$ cat config.mk
export PLATFORM = sky130hd
export DESIGN_NAME = if_id_skid
export DESIGN_NICKNAME = d
export VERILOG_FILES = /design/src/rtl/if_id_skid.sv
export SDC_FILE = /design/constraint.sdc
export NUM_CORES = 1
export LEC_CHECK = 0
export BUFFER_PORTS_ARGS = -buffer_cell sky130_fd_sc_hd__buf_2
export CAP_MARGIN = 20
export CORE_ASPECT_RATIO = 1.1
export CORE_UTILIZATION = 35
export CTS_BUF_LIST = sky130_fd_sc_hd__clkbuf_4
export DETAILED_ROUTE_END_ITERATION = 10
export PLACE_DENSITY = 0.65
export SLEW_MARGIN = 30
export SYNTH_ARGS = -nofsm -noshare
export SYNTH_HDL_FRONTEND = slang
export SYNTH_SLANG_ARGS = --single-unit
$ cat constraint.sdc
create_clock -name clk -period 3.8 [get_ports clk]
set_input_delay 0.19 -clock clk [delete_from_list [all_inputs] [get_ports clk]]
set_output_delay 0.19 -clock clk [all_outputs]
set_load 0.03 [all_outputs]
$ cat src/rtl/if_id_skid.sv
// IF->ID pipeline register with a two-entry skid buffer.
// The main entry drives id_pc/id_inst; the skid entry catches the one
// instruction that can arrive while ID stalls, so if_ready can come straight
// from a flop and never depends on the same-cycle id_ready.
//
// Handshake: a transfer happens on a rising edge where valid and ready are
// both 1. A producer holding valid=1 keeps its payload stable until it
// transfers. ready may be raised without waiting for valid.
// IF side: if_ready is registered. ID side: id_valid/id_pc/id_inst stay
// stable while id_valid=1 and id_ready=0.
module if_id_skid #(
  parameter int ADDR_WIDTH = 32,
  parameter int INST_WIDTH = 32,
  parameter logic [INST_WIDTH-1:0] NOP_INST = '0,
  parameter int CNT_WIDTH = 16
) (
  input  logic                  clk,
  input  logic                  rst,
  input  logic                  flush,
  input  logic                  if_valid,
  output logic                  if_ready,
  input  logic [ADDR_WIDTH-1:0] if_pc,
  input  logic [INST_WIDTH-1:0] if_inst,
  output logic                  id_valid,
  input  logic                  id_ready,
  output logic [ADDR_WIDTH-1:0] id_pc,
  output logic [INST_WIDTH-1:0] id_inst,
  output logic [1:0]            occupancy,
  output logic [CNT_WIDTH-1:0]  stall_cnt
);

  // The state encoding equals the number of held entries.
  typedef enum logic [1:0] {
    EMPTY = 2'd0,
    ONE   = 2'd1,
    FULL  = 2'd2
  } state_t;

  state_t                state, state_n;
  logic [ADDR_WIDTH-1:0] main_pc, main_pc_n;
  logic [INST_WIDTH-1:0] main_inst, main_inst_n;
  logic [ADDR_WIDTH-1:0] skid_pc, skid_pc_n;
  logic [INST_WIDTH-1:0] skid_inst, skid_inst_n;
  logic                  if_ready_q;
  logic                  in_xfer, out_xfer;

  assign id_valid  = (state != EMPTY);
  assign id_pc     = main_pc;
  assign id_inst   = main_inst;
  assign occupancy = state;
  assign if_ready  = if_ready_q;

  assign in_xfer  = if_valid & if_ready_q;
  assign out_xfer = id_valid & id_ready;

  // State, entry registers and the registered if_ready (taken from next state).
  always_ff @(posedge clk or posedge rst) begin
    if (rst) begin
      state      <= EMPTY;
      main_pc    <= '0;
      main_inst  <= NOP_INST;
      skid_pc    <= '0;
      skid_inst  <= '0;
      if_ready_q <= 1'b1;
    end else begin
      state      <= state_n;
      main_pc    <= main_pc_n;
      main_inst  <= main_inst_n;
      skid_pc    <= skid_pc_n;
      skid_inst  <= skid_inst_n;
      if_ready_q <= (state_n != FULL);
    end
  end

  // Next-state and entry movement; flush overrides every transfer.
  always_comb begin
    state_n     = state;
    main_pc_n   = main_pc;
    main_inst_n = main_inst;
    skid_pc_n   = skid_pc;
    skid_inst_n = skid_inst;
    if (flush) begin
      // Incoming instruction in this cycle is dropped along with held ones.
      state_n     = EMPTY;
      main_pc_n   = '0;
      main_inst_n = NOP_INST;
      skid_pc_n   = '0;
      skid_inst_n = '0;
    end else begin
      case (state)
        EMPTY: begin
          if (in_xfer) begin
            main_pc_n   = if_pc;
            main_inst_n = if_inst;
            state_n     = ONE;
          end
        end
        ONE: begin
          case ({in_xfer, out_xfer})
            2'b11: begin
              main_pc_n   = if_pc;
              main_inst_n = if_inst;
            end
            2'b10: begin
              skid_pc_n   = if_pc;
              skid_inst_n = if_inst;
              state_n     = FULL;
            end
            2'b01: begin
              // id_pc keeps its last value; only the instruction goes to NOP.
              main_inst_n = NOP_INST;
              state_n     = EMPTY;
            end
            default: ;
          endcase
        end
        FULL: begin
          // if_ready is 0 here, so only the ID side can move.
          if (out_xfer) begin
            main_pc_n   = skid_pc;
            main_inst_n = skid_inst;
            skid_pc_n   = '0;
            skid_inst_n = '0;
            state_n     = ONE;
          end
        end
        default: state_n = EMPTY;
      endcase
    end
  end

  // Saturating count of cycles where ID holds off a live instruction.
  always_ff @(posedge clk or posedge rst) begin
    if (rst) begin
      stall_cnt <= '0;
    end else if (id_valid && !id_ready && !flush && (stall_cnt != {CNT_WIDTH{1'b1}})) begin
      stall_cnt <= stall_cnt + {{(CNT_WIDTH-1){1'b0}}, 1'b1};
    end
  end

`ifndef SYNTHESIS
  // An accepted instruction while both entries are held would be lost.
  a_no_accept_when_full: assert property (@(posedge clk) disable iff (rst)
    !(if_valid && if_ready && (state == FULL)));
`endif

endmodule

## Yosys cells after proc, flatten, opt, wreduce, memory -nomap -nowiden

Index checks and enable logic that the tools add are counted.

| storage, ports and cells | value |
|---|---|
| register bits after elaboration | 147 |
| output and inout bits | 84 |
| bits of input ports | 69 |
| word-level logic and storage cells | 56 |

| cells by class | value |
|---|---|
| reduce and logical (&&, ||, !) cells | 12 |
| bitwise gates (word level) | 2 |
| eq/ne operators | 12 |
| add/subtract/negate cells | 1 |
| muxes and demuxes | 22 |

Operators with widths:

| kind | number |
|---|---|
| 32-bit 2-to-1 mux | 12 |
| 32-bit one-hot mux with 2 select lines | 3 |
| 32-bit one-hot mux with 3 select lines | 2 |
| 16-bit by 1-bit adder with 16-bit output (second input constant) | 1 |
| 16-bit != test (second input constant) | 1 |
| 3-bit != test (second input constant) | 3 |
| 4-bit AND reduction | 2 |
| 2-bit == test (second input constant) | 3 |
| 2-bit 2-to-1 mux | 3 |
| 2-bit one-hot mux with 3 select lines | 1 |
| 2-bit by 1-bit == test with 1-bit output (second input constant) | 2 |
| 4-bit by 2-bit != test with 1-bit output (second input constant) | 1 |
| 2-bit one-hot mux with 2 select lines | 1 |
| 4-bit nonzero test | 1 |
| 1-bit logical AND | 3 |
| 3-bit by 2-bit != test with 1-bit output (second input constant) | 1 |
| 3-bit AND reduction | 1 |
| 3-bit nonzero test | 1 |
| 1-bit AND | 2 |
| 1-bit zero test | 2 |
| 2-bit zero test | 1 |
| 2-bit != test (second input constant) | 1 |
| 2-bit nonzero test | 1 |

## Logic depth before layout (Yosys ltp)

| logic depth | value |
|---|---|
| word-level depth | 7 |
| depth in mapped cells | 10 |
| depth with buffers taken out | 9 |

## Least setup slack after synthesis

No wires, ideal clock.

| timing path | value |
|---|---|
| kind | register to register |
| start | register state[0] (netlist: occupancy[0]) |
| end | register main_pc[0] (netlist: id_pc[0]) |
| required time | 3668 ps |
| slack | 1430 ps |
| library setup time | 132 ps |
| clock period less this slack | 2370 ps |
| stages on the path, launching flop included | 11 |
| path buffers | 1 |
| data arrival time | 2238 ps |
| cell sequence | dfrtp_1 -> inv_1 -> ha_1 -> nand2b_2 -> inv_1 -> ha_1 -> inv_1 -> a222oi_1 -> nor2_1 -> clkbuf_1 -> o2bb2ai_1 |

| on the way | value |
|---|---|
| longest elaborated chain between the ends | 5 |
| elaborated cells on any way between the ends | 13 |
| classes of those cells | eq/ne (6); mux (2); bitwise (1); reduce/logical (4) |

Ends and longest elaborated chain:

| item | line | RTL |
|---|---|---|
| from (decl) | 39 | `state_t state, state_n;` |
| from (signal assigned) | 66 | `state <= state_n;` |
| 2-bit nonzero test | 47 | `assign id_valid = (state != EMPTY);` |
| 1-bit AND | 54 | `assign out_xfer = id_valid & id_ready;` |
| 2-bit == test | 99 | `case ({in_xfer, out_xfer})` |
| 3-bit by 2-bit != test with 1-bit output (no source line) | -- |  |
| 4-bit AND reduction (no source line) | -- |  |
| to (signal assigned) | 67 | `main_pc <= main_pc_n;` |
| to (decl) | 40 | `logic [ADDR_WIDTH-1:0] main_pc, main_pc_n;` |

Parallel ways exist; a longest one is shown, timed or not.
A chain may end at the register's enable or synchronous reset.

## Worst setup path in the final report

| timing path | value |
|---|---|
| start | register state[0] (netlist: occupancy[0]) |
| end | register skid_inst[13] |

| on the way | value |
|---|---|
| longest elaborated chain between the ends | 5 |
| elaborated cells on any way between the ends | 11 |
| classes of those cells | eq/ne (5); mux (2); bitwise (1); reduce/logical (3) |

Ends and longest elaborated chain:

| item | line | RTL |
|---|---|---|
| 2-bit nonzero test | 47 |  |
| 1-bit AND | 54 |  |
| 2-bit == test | 99 |  |
| 3-bit != test (no source line) | -- |  |
| 3-bit AND reduction (no source line) | -- |  |
| to (signal assigned) | 70 | `skid_inst <= skid_inst_n;` |
| to (decl) | 43 | `logic [INST_WIDTH-1:0] skid_inst, skid_inst_n;` |

Parallel ways exist; a longest one is shown, timed or not.

==> flow_metrics.env <==
export IMPL_routed_via_density=5.22
export IMPL_drv_slew=0
export IMPL_synthFlopType="dfrtp_1"
export IMPL_yosysTopAreaCellShare=0.562
export IMPL_setup_tns_ns=0
export IMPL_synth_largest_area_cell="dfrtp_1"
export IMPL_clkLatencyLatePin_ns=0.54
export IMPL_antenna_found_initial=1
export IMPL_synthMuxAreaShare=0.110
export IMPL_worstPathCellList="inv_1, ha_1, nand2b_2, ha_1, mux2i_1, a21oi_1, nor2_4, buf_12, a22o_1"
export IMPL_drc_errors=0
export IMPL_first_iter_violations=341
export IMPL_min_path_type="primary input to register"
export IMPL_clock_sinks=147
export IMPL_hold_depth=5
export IMPL_cts_max_path_buffers=2
export IMPL_cts_setup_buffers=0
export IMPL_period_share=0.749
export IMPL_async_reset_ff_frac=1.00
export IMPL_ir_worst_vdd_mv=0.221
export IMPL_cts_tree="yes"
export IMPL_drv_cap=0
export IMPL_report_final_hold_viol_count=0
export IMPL_synth_fa_ha_area_frac=0.0154
export IMPL_dr_pass1_iters=5
export IMPL_core_area_um2=17900
export IMPL_syn_num_nets=615
export IMPL_cp_num_buf_inv=2
export IMPL_yosysSeqAreaShare=0.566
export IMPL_relSlewSlack=0.411
export IMPL_outcome="finished clean"
export IMPL_pin_count=153
export IMPL_hp_start="if_valid"
export IMPL_power_density_nw_per_um2=464
export IMPL_synth_simple_area_share=0.0693
export IMPL_die_area_um2=19100
export IMPL_cts_max_level=4
export IMPL_cpPeakStageDelay_ns=0.63
export IMPL_cp_required_ns=4.27
export IMPL_critPathLaunchType="register"
export IMPL_gp_congestion=0.890
export IMPL_ctsResizeCount=0
export IMPL_synth_distinct_cells=42
export IMPL_ys_warn_count=0
export IMPL_p_int_uw=2570
export IMPL_final_util=0.473
export IMPL_rrSetupSlack_ns=0.95
export IMPL_layout_min_cycle_time_ns=2.85
export IMPL_timing_final_ws_setup_ns=0.952
export IMPL_pwr_share_clk=0.257
export IMPL_synth_compound_area_share=0.189
export IMPL_synth_seq_cells=147
export IMPL_seqCellArea_um2=3680
export IMPL_synth_area_um2=6500
export IMPL_swShare=0.347
export IMPL_avgSynthCellArea_um2=12.1
export IMPL_fill_cells=1646
export IMPL_setup_violations=0
export IMPL_crit_family="simple AND/OR/NAND/NOR gates"
export IMPL_layout_common_cells="152 x buf_2, 146 x dfrtp_1, 66 x dlygate4sd3_1, 64 x a22o_1, 40 x nand2_1"
export IMPL_crit_top_cell="ha_1"
export IMPL_clock_root_buffer="clkbuf_4"
export IMPL_die_h_um=145
export IMPL_comb_power_share=0.271
export IMPL_syn_inst=538
export IMPL_grt_first_pass_wirelength_um=28000
export IMPL_totalWireLength_um=16900
export IMPL_port_buffers=152
export IMPL_worstRegToRegCells=9
export IMPL_cp_arrival_ns=3.32
export IMPL_dpl_worst_slack_ns=0.976
export IMPL_layout_commonest_cell="buf_2"
export IMPL_dieWidth_um=132
export IMPL_p_seq_frac=0.472
export IMPL_syn_to_final_growth_pct=30.5
export IMPL_grt_ovfl_total=0
export IMPL_cts_buffers=17
export IMPL_worstMarginPinSlew_ns=0.883
export IMPL_dr_total_vias=5221
export IMPL_synth_edff_count=0
export IMPL_start_util=0.362
export IMPL_grt_pass1_vias=5408
export IMPL_slowest_stage="nor2_4"
export IMPL_hold_ws_ns=0.183
export IMPL_drive_above_1_share=0.311
export IMPL_track_usage=0.184
export IMPL_total_power_uw=3930
export IMPL_leakagePower_uw=0.00408
export IMPL_whs_endpoint="if_ready"
export IMPL_r2r_start="occupancy[0]"
export IMPL_synthXorXnorAreaFrac=0.0189
export IMPL_row_count=51
export IMPL_rsz0062_at_grt="no"
export IMPL_multi_input_area_um2=2650
export IMPL_fmax_ghz=0.351
export IMPL_grt_max_degree=84
export IMPL_worstReg2RegEnd="skid_inst[13]"
export IMPL_cts_hold_fix_buffers=66
export IMPL_routedWlPerCell_um=16.9
export IMPL_netSwitchingPower_uw=1360
export IMPL_cp_max_fo=33
export IMPL_synth_top_family_by_area="compound AO/OA/AOI/OAI gates"
export IMPL_nets=825
export IMPL_crit_type="register to register"
export IMPL_finalClockSkew_ns=0.0125
export IMPL_ant_nets=0
export IMPL_hpwlAfterDp_um=10800
export IMPL_endpoint_kind="register"
export IMPL_synth_area_leaders="dfrtp_1 56%, a22o_1 8.6%, mux2_2 5.5%"
export IMPL_clkTransAtPathRegs_ns=0.12
how the worst max path moves through the flow:
stage | from | end | slack (ns) | cells past startpoint
after CTS | occupancy[0] | skid_inst[13] | 0.95 | 9
final | occupancy[0] | skid_inst[13] | 0.95 | 9
after global placement | occupancy[0] | skid_inst[25] | 1.20 | 9
after floorplan | occupancy[0] | id_pc[0] | 1.43 | 10
after detailed placement | occupancy[0] | skid_inst[13] | 0.98 | 9
after global routing | occupancy[0] | skid_inst[16] | 0.65 | 9
Yosys cell counts, types with 2 or more instances:
library cell,count
mux2i_1,33
xor2_1,14
inv_1,8
dfrtp_1,146
and2_1,2
nand2_1,40
nor4b_1,2
o2bb2ai_1,32
nand4_1,5
buf_4,3
a22o_1,64
nor3_1,8
buf_1,3
mux2_2,32
nand3_1,5
nor2_1,6
nor3_2,2
nand2b_1,3
o21ai_0,37
ha_1,8
a21oi_1,33
buf_2,7
clkbuf_1,26
logic make-up after synthesis:
family	count (synthesis)
XOR/XNOR	14
flip-flops	147
buffers and inverters	47
AO/OA/AOI/OAI	171
adder cells (fa/ha/maj)	8
multiplexers	67
AND/OR/NAND/NOR	84
power by group through the flow:
stage	Clock, uW	Combinational, uW	Sequential [uW]
floorplan	0	426	2140
global placement	0	993	1880
detailed placement	0	1020	1880
CTS	1050	1070	1860
global route	1110	1150	1880
finish	1010	1070	1860
metrics by stage:
stage	cell area, um^2	cells
after floorplan	6500	538
after global placement	7540	901
after detailed placement	7540	901
after CTS	8480	999
after global routing	8480	1000
final	8480	1000
cell type report:
| type | count | area share |
|---|---|---|
| antenna | 1 | 0.000295 |
| clock inverter | 14 | 0.0170 |
| sequential | 147 | 0.434 |
| inverter | 8 | 0.00398 |
| timing repair buffer | 230 | 0.181 |
| tap | 238 | 0.0351 |
| clock buffer | 18 | 0.0159 |
| multi-input combinational | 344 | 0.313 |
flip-flops by register name, indices dropped and copies added, names as in the netlist:
| register | cells |
|---|---|
| skid_pc | 32 |
| if_ready | 1 |
| id_inst | 32 |
| skid_inst | 32 |
| occupancy | 2 |
| id_pc | 32 |
| stall_cnt | 16 |
per-layer routing:
| layer | wire length [um] | GRT usage |
|---|---|---|
| met1 | 7530 | 0.235 |
| met2 | 8390 | 0.303 |
| met3 | 656 | 0.0447 |
| met4 | 272 | 0.0610 |
| met5 | 0 | 0 |
worst register-to-register path: cells and delay by family, from the launching register on:
| family | cells | cell delay (ns) |
|---|---|---|
| AND/OR/NAND/NOR | 2 | 0.88 |
| adder cells (fa/ha/maj) | 2 | 0.53 |
| multiplexers | 1 | 0.19 |
| flip-flops | 1 | 0.50 |
| AO/OA/AOI/OAI | 2 | 0.30 |
| buffers and inverters | 2 | 0.39 |
(Power assumes the default switching activity.)
